**src/rtl/mips_dmem_arbiter.sv**
```systemverilog
// -----------------------------------------------------------------------------
// mips_dmem_arbiter
//
// Shares one data-memory port between the core load/store path (port C) and a
// loader/debug DMA requester (port D). Each granted access holds the memory
// strobes for MEM_LAT cycles. The owner then gets a one-cycle done pulse, and
// one IDLE cycle follows before the next grant. A requester is frozen through
// its stall output (req & ~done) until its own access has finished.
//
// Configuration macro:
//   ARB_FIXED_PRIO_EN  defined     : port C always wins a tie and no
//                                    round-robin pointer is built. D can be
//                                    starved by back-to-back core traffic.
//                      not defined : round-robin. On a tie the port that was
//                                    not served last wins. C wins the first
//                                    tie after reset.
//
// Parameters:
//   AW       address width
//   DW       data width
//   MEM_LAT  memory cycles per transfer, legal range 1..15
//
// Ports:
//   clock, reset_n      rising-edge clock, asynchronous active-low reset
//   c_req/d_req         level request, held by the requester until its done
//   c_we/d_we           1 = write, 0 = read
//   c_addr/d_addr       byte address, passed through unmodified
//   c_wdata/d_wdata     write data
//   c_rdata/d_rdata     registered read data, valid while done is high
//   c_done/d_done       one-cycle completion pulse
//   c_stall/d_stall     req & ~done, combinational; freezes the requester
//   m_re/m_we           memory read/write enables, registered
//   m_addr/m_wdata      memory address and write data, registered
//   m_rdata             memory read data, valid in the last BUSY cycle
// -----------------------------------------------------------------------------
module mips_dmem_arbiter #(
    parameter int AW      = 32,
    parameter int DW      = 32,
    parameter int MEM_LAT = 2
) (
    input  logic          clock,
    input  logic          reset_n,

    // core side (port C)
    input  logic          c_req,
    input  logic          c_we,
    input  logic [AW-1:0] c_addr,
    input  logic [DW-1:0] c_wdata,
    output logic [DW-1:0] c_rdata,
    output logic          c_done,
    output logic          c_stall,

    // DMA side (port D)
    input  logic          d_req,
    input  logic          d_we,
    input  logic [AW-1:0] d_addr,
    input  logic [DW-1:0] d_wdata,
    output logic [DW-1:0] d_rdata,
    output logic          d_done,
    output logic          d_stall,

    // memory side
    output logic          m_re,
    output logic          m_we,
    output logic [AW-1:0] m_addr,
    output logic [DW-1:0] m_wdata,
    input  logic [DW-1:0] m_rdata
);

    // Four bits cover the whole legal MEM_LAT range. The counter is loaded
    // with MEM_LAT-1 and counts down to zero.
    localparam int          CW       = 4;
    localparam logic [CW-1:0] CNT_LOAD = CW'(MEM_LAT - 1);

    typedef enum logic [1:0] {
        S_IDLE = 2'd0,
        S_BUSY = 2'd1,
        S_DONE = 2'd2
    } state_e;

    typedef enum logic {
        PORT_C = 1'b0,
        PORT_D = 1'b1
    } port_e;

    state_e          state;
    port_e           owner;
    port_e           winner;
    logic [CW-1:0]   cnt;

`ifndef ARB_FIXED_PRIO_EN
    // Port that wins the next tie. It always points at the port that was not
    // served last.
    port_e           rr_ptr;
`endif

    // -------------------------------------------------------------------------
    // Arbitration. This is only used on an IDLE edge. Requests are not looked
    // at again until the FSM is back in IDLE.
    // -------------------------------------------------------------------------
    always_comb begin
        // NOTE: give every combinational output a default first. Then no path
        // through the block leaves it unassigned, and no latch is inferred.
        winner = PORT_C;
        if (c_req && d_req) begin
`ifdef ARB_FIXED_PRIO_EN
            winner = PORT_C;
`else
            winner = rr_ptr;
`endif
        end else if (d_req) begin
            winner = PORT_D;
        end
    end

    // -------------------------------------------------------------------------
    // Main FSM: IDLE -> BUSY (MEM_LAT cycles) -> DONE (1 cycle) -> IDLE.
    //
    // The m_* outputs also serve as the latched copy of the granted request.
    // They are loaded on the grant edge, held through BUSY and cleared on the
    // last BUSY edge. In the final BUSY cycle, m_we therefore still tells
    // whether read data has to be captured.
    //
    // Because every output is a flop with asynchronous reset, m_re and m_we
    // drop as soon as reset_n falls, even in the middle of an access.
    // -------------------------------------------------------------------------
    // NOTE: state and outputs in clocked blocks use non-blocking assignment
    // (<=). All flops then update together at the edge, and no read/write
    // race occurs between blocks.
    always_ff @(posedge clock or negedge reset_n) begin
        if (!reset_n) begin
            state   <= S_IDLE;
            owner   <= PORT_C;
            cnt     <= '0;
            m_re    <= 1'b0;
            m_we    <= 1'b0;
            m_addr  <= '0;
            m_wdata <= '0;
            c_rdata <= '0;
            d_rdata <= '0;
            c_done  <= 1'b0;
            d_done  <= 1'b0;
`ifndef ARB_FIXED_PRIO_EN
            rr_ptr  <= PORT_C;
`endif
        end else begin
            // Done is a single-cycle pulse. The DONE branch below is the only
            // branch that can keep it high, and only for one cycle.
            c_done <= 1'b0;
            d_done <= 1'b0;

            unique case (state)
                S_IDLE: begin
                    if (c_req || d_req) begin
                        owner <= winner;
                        cnt   <= CNT_LOAD;
                        state <= S_BUSY;
                        if (winner == PORT_D) begin
                            m_re    <= ~d_we;
                            m_we    <= d_we;
                            m_addr  <= d_addr;
                            m_wdata <= d_wdata;
                        end else begin
                            m_re    <= ~c_we;
                            m_we    <= c_we;
                            m_addr  <= c_addr;
                            m_wdata <= c_wdata;
                        end
                    end
                end

                S_BUSY: begin
                    if (cnt == '0) begin
                        // Last BUSY cycle: m_rdata is valid now. Only a read
                        // updates the owner's data register. The register of
                        // the other port keeps its value.
                        if (!m_we) begin
                            if (owner == PORT_D) begin
                                d_rdata <= m_rdata;
                            end else begin
                                c_rdata <= m_rdata;
                            end
                        end
                        if (owner == PORT_D) begin
                            d_done <= 1'b1;
                        end else begin
                            c_done <= 1'b1;
                        end
`ifndef ARB_FIXED_PRIO_EN
                        rr_ptr  <= (owner == PORT_D) ? PORT_C : PORT_D;
`endif
                        m_re    <= 1'b0;
                        m_we    <= 1'b0;
                        m_addr  <= '0;
                        m_wdata <= '0;
                        state   <= S_DONE;
                    end else begin
                        cnt <= cnt - 1'b1;
                    end
                end

                S_DONE: begin
                    // A req that is still high here is not a grant. It is
                    // looked at as a new access on the IDLE edge after this.
                    state <= S_IDLE;
                end

                default: begin
                    state <= S_IDLE;
                end
            endcase
        end
    end

    // Stall is combinational, so a requester is released in its done cycle.
    assign c_stall = c_req & ~c_done;
    assign d_stall = d_req & ~d_done;

endmodule

```
**config.mk**
```make
export PLATFORM = sky130hd
export DESIGN_NAME = mips_dmem_arbiter
export DESIGN_NICKNAME = d
export VERILOG_FILES = /design/src/rtl/mips_dmem_arbiter.sv
export SDC_FILE = /design/constraint.sdc
export NUM_CORES = 1
export LEC_CHECK = 0
export CORE_MARGIN = 3
export CORE_UTILIZATION = 38
export CTS_CLUSTER_DIAMETER = 200
export CTS_CLUSTER_SIZE = 16
export DETAILED_ROUTE_END_ITERATION = 7
export PLACE_DENSITY = 0.77
export REMOVE_ABC_BUFFERS = 1
export SYNTH_ARGS = -nofsm -noshare
export SYNTH_HDL_FRONTEND = slang
export SYNTH_SLANG_ARGS = --single-unit
```
**constraint.sdc**
```tcl
create_clock -name clock -period 1.85 [get_ports clock]
set_input_delay 0.37 -clock clock [delete_from_list [all_inputs] [get_ports clock]]
set_output_delay 0.37 -clock clock [all_outputs]
set_load 0.02 [all_outputs]
```
==> metrics.cfg <==
[status]
status = complete, but fails checks
violations = setup timing

[placed_design]
portBuffers = 299
gp_congestion = 0.753
dp_hpwl_microns = 13100

[grt]
track_usage_pct = 19.1
antenna_found_initial = 0
grt_max_degree = 81
grt_overflow = 0
grt_pass1_vias = 5399
grt_pass1_wl_microns = 28000

[worst_setup_path]
critical_path_arrival_ns = 2.38
critical_path_required_ns = 2.15
critPathKind = reg2reg
worstSetupStartpoint = cnt[0]
critPathMaxFanout = 8
endpoint = c_rdata[21]
rrSetupSlack_ns = -0.23
reg2reg_from = cnt[0]
r2r-end = c_rdata[21]
cp-start-kind = flop
ff2ff_path_depth = 8
setup.worst_path.end_class = flop

[synth]
yosys_warnings = 0
synthAdderAreaFrac_pct = 0.381
yosysSeqAreaShare_pct = 53.3
syn_area_sq_um = 6570
synth_xor_area_share_pct = 0
synth_top_family_by_area = multiplexers
synth_cell_types = 27
synthMuxAreaShare_pct = 32.5
syn_inst = 534
synth_compound_area_share_pct = 0.705
avgSynthCellArea_sq_um = 12.3
synthSimpleGateAreaFrac_pct = 9.14
ys_ff_latch = 140

[timing]
tightest_slew_ns = 0.529
fin_ws_ns = -0.233
period_needed_ns = 2.08
tns_ns = -19.82
finalHoldViolations = 0
finalCritPeriodShare_pct = 113
whs_ns = 0.389
maxSlewViolCount = 0
rsz0062_at_grt = yes
fmax_mhz = 480
slew_headroom_pct = 64.7
setup_violations = 128
final.setup_skew_ns = 0.00872

[floorplan]
dieArea_sq_um = 18900
start_util_pct = 39.2
ioPinCount = 300
rows = 47
die_h_microns = 137
die_w_microns = 137
core_sq_um = 16800

[cells_and_area]
antenna_cells = 0
nets = 1032
final_cell_mix = clkdlybuf4s50_1 (292), dfrtp_1 (140), nand2_1 (132), mux2_2 (81), mux2i_1 (67)
final_common_cell = clkdlybuf4s50_1
area_growth_pct = 70.0
final_layout_size_suffix_gt1_share_pct = 24.9
fillCellCount = 1278

[routing]
dr.pass1.iters = 4
ant_nets = 0
post_drt_via_cell_ratio = 4.85
wl_per_cell_microns = 18.9
drc_errors = 0
routed_wl_microns = 20700
first_iter_violations = 166
num_vias = 5315

[run]
drv_cap = 0

[cts]
clk_pin_slew_worst_paths_ns = 0.07
numCtsBuffers = 17
clock_latency_ns = 0.41
clock_path_buffers = 2
cts.sinks = 140
cts_tree = done
clock_tree.root_cell = clkbuf_16
htree_num_levels = 4

[power]
power.leakage_nw = 5.12
ir_worst_vdd_mv = 1.10
power-per-cell-area_nw_per_um2 = 1790

[min_path]
hold_class = in2async

-- layer usage --
layer | up-vias | GRT usage [%] | routed length (microns)
li1 | 2482 | - | -
met1 | 2587 | 21.1 | 7800
met2 | 228 | 32.1 | 10200
met3 | 18 | 10.0 | 2430
met4 | 0 | 5.21 | 245
met5 | - | 0 | 0
-- kinds of logic (layout without fill, tap and decap cells) --
logic type | Yosys count | in the layout
and+or+nand+nor | 148 | 149
muxes | 197 | 197
AOI/OAI and AO/OA | 7 | 7
buffers and inverters | 40 | 382
adders and majority gates | 2 | 2
DFF | 140 | 140
-- state kept, by name (all words and copies together), names as in the netlist --
name and count:
c_rdata 32, d_rdata 32, m_addr 32, m_wdata 32, cnt 4, state 2, c_done 1, d_done 1
m_re 1, m_we 1, owner 1, rr_ptr 1
-- worst max-delay path, stage by stage (launching register included) --
cell       delay (ns)
dfrtp_1          0.40
inv_2            0.08
ha_4             0.13
nand2b_4         0.05
or3_4            0.39
nor3_4           0.26
buf_4            0.17
clkbuf_16        0.15
mux2_2           0.33
-- worst min path at each step --
stage	start	to	slack [ns]	cells after the start
2_1_floorplan	reset_n	c_done	0.07	0
3_3_place_gp	reset_n	c_rdata[31]	0.27	1
3_5_place_dp	reset_n	c_rdata[31]	0.28	1
4_1_cts	reset_n	c_rdata[31]	0.39	2
5_1_grt	reset_n	c_rdata[31]	0.41	2
6_report	reset_n	d_rdata[10]	0.39	2
-- cells in the mapped netlist, drive strengths merged --
master	count	share of area [%]
buf	23	3.0
nand2b	2	0.19
nand2	133	7.6
ha	2	0.38
mux2	130	22
and2	1	0.095
nand3	2	0.15
nor4	1	0.095
nor3	2	0.50
clkbuf	11	0.63
a21o	1	0.11
nor2	5	0.29
o21bai	1	0.11
inv	6	0.34
dfrtp	140	53
nor2b	1	0.095
or3	1	0.095
o21ai	4	0.36
o31ai	1	0.11
mux2i	67	10
-- report_power, final --
part,switching (mW),internal (mW)
clock network,1.43,2.16
registers,0.775,4.45
logic,5.15,6.05
total,7.35,12.7
-- stage by stage --
step / util, % / worst slack (ns) / std cells / power [mW] / cell area (sq um)
floorplan: - / -3.60 / 500 / 10.1 / 6330
global placement: 59.1 / -0.198 / 1043 / 14.8 / 9910
detailed placement: 59.1 / -0.258 / 1043 / 15.0 / 9910
CTS: 63.7 / -0.173 / 1081 / 18.9 / 10700
global route: 66.6 / -0.301 / 1097 / 21.1 / 11200
finish: 66.6 / -0.233 / 1097 / 20.0 / 11200
-- layout make-up --
cell class	instances	area, sq um	share of cell area (%)
tap	220	275	2.46
sequential	140	3500	31.4
multi-input combinational	355	3070	27.5
inverter	6	22.5	0.202
timing repair buffer	344	3680	33.0
clock buffer	18	429	3.84
clock inverter	14	183	1.64
-- repair_timing --
action	4_1_cts	5_1_grt
pin swaps	0	3
hold endpoints to repair	29	0
buffers inserted	3	6
cloned	2	12
hold buffers	1	0
gates resized for setup	25	51
setup endpoints to repair	134	133
No activity file was read; power rests on OpenSTA's default activity.
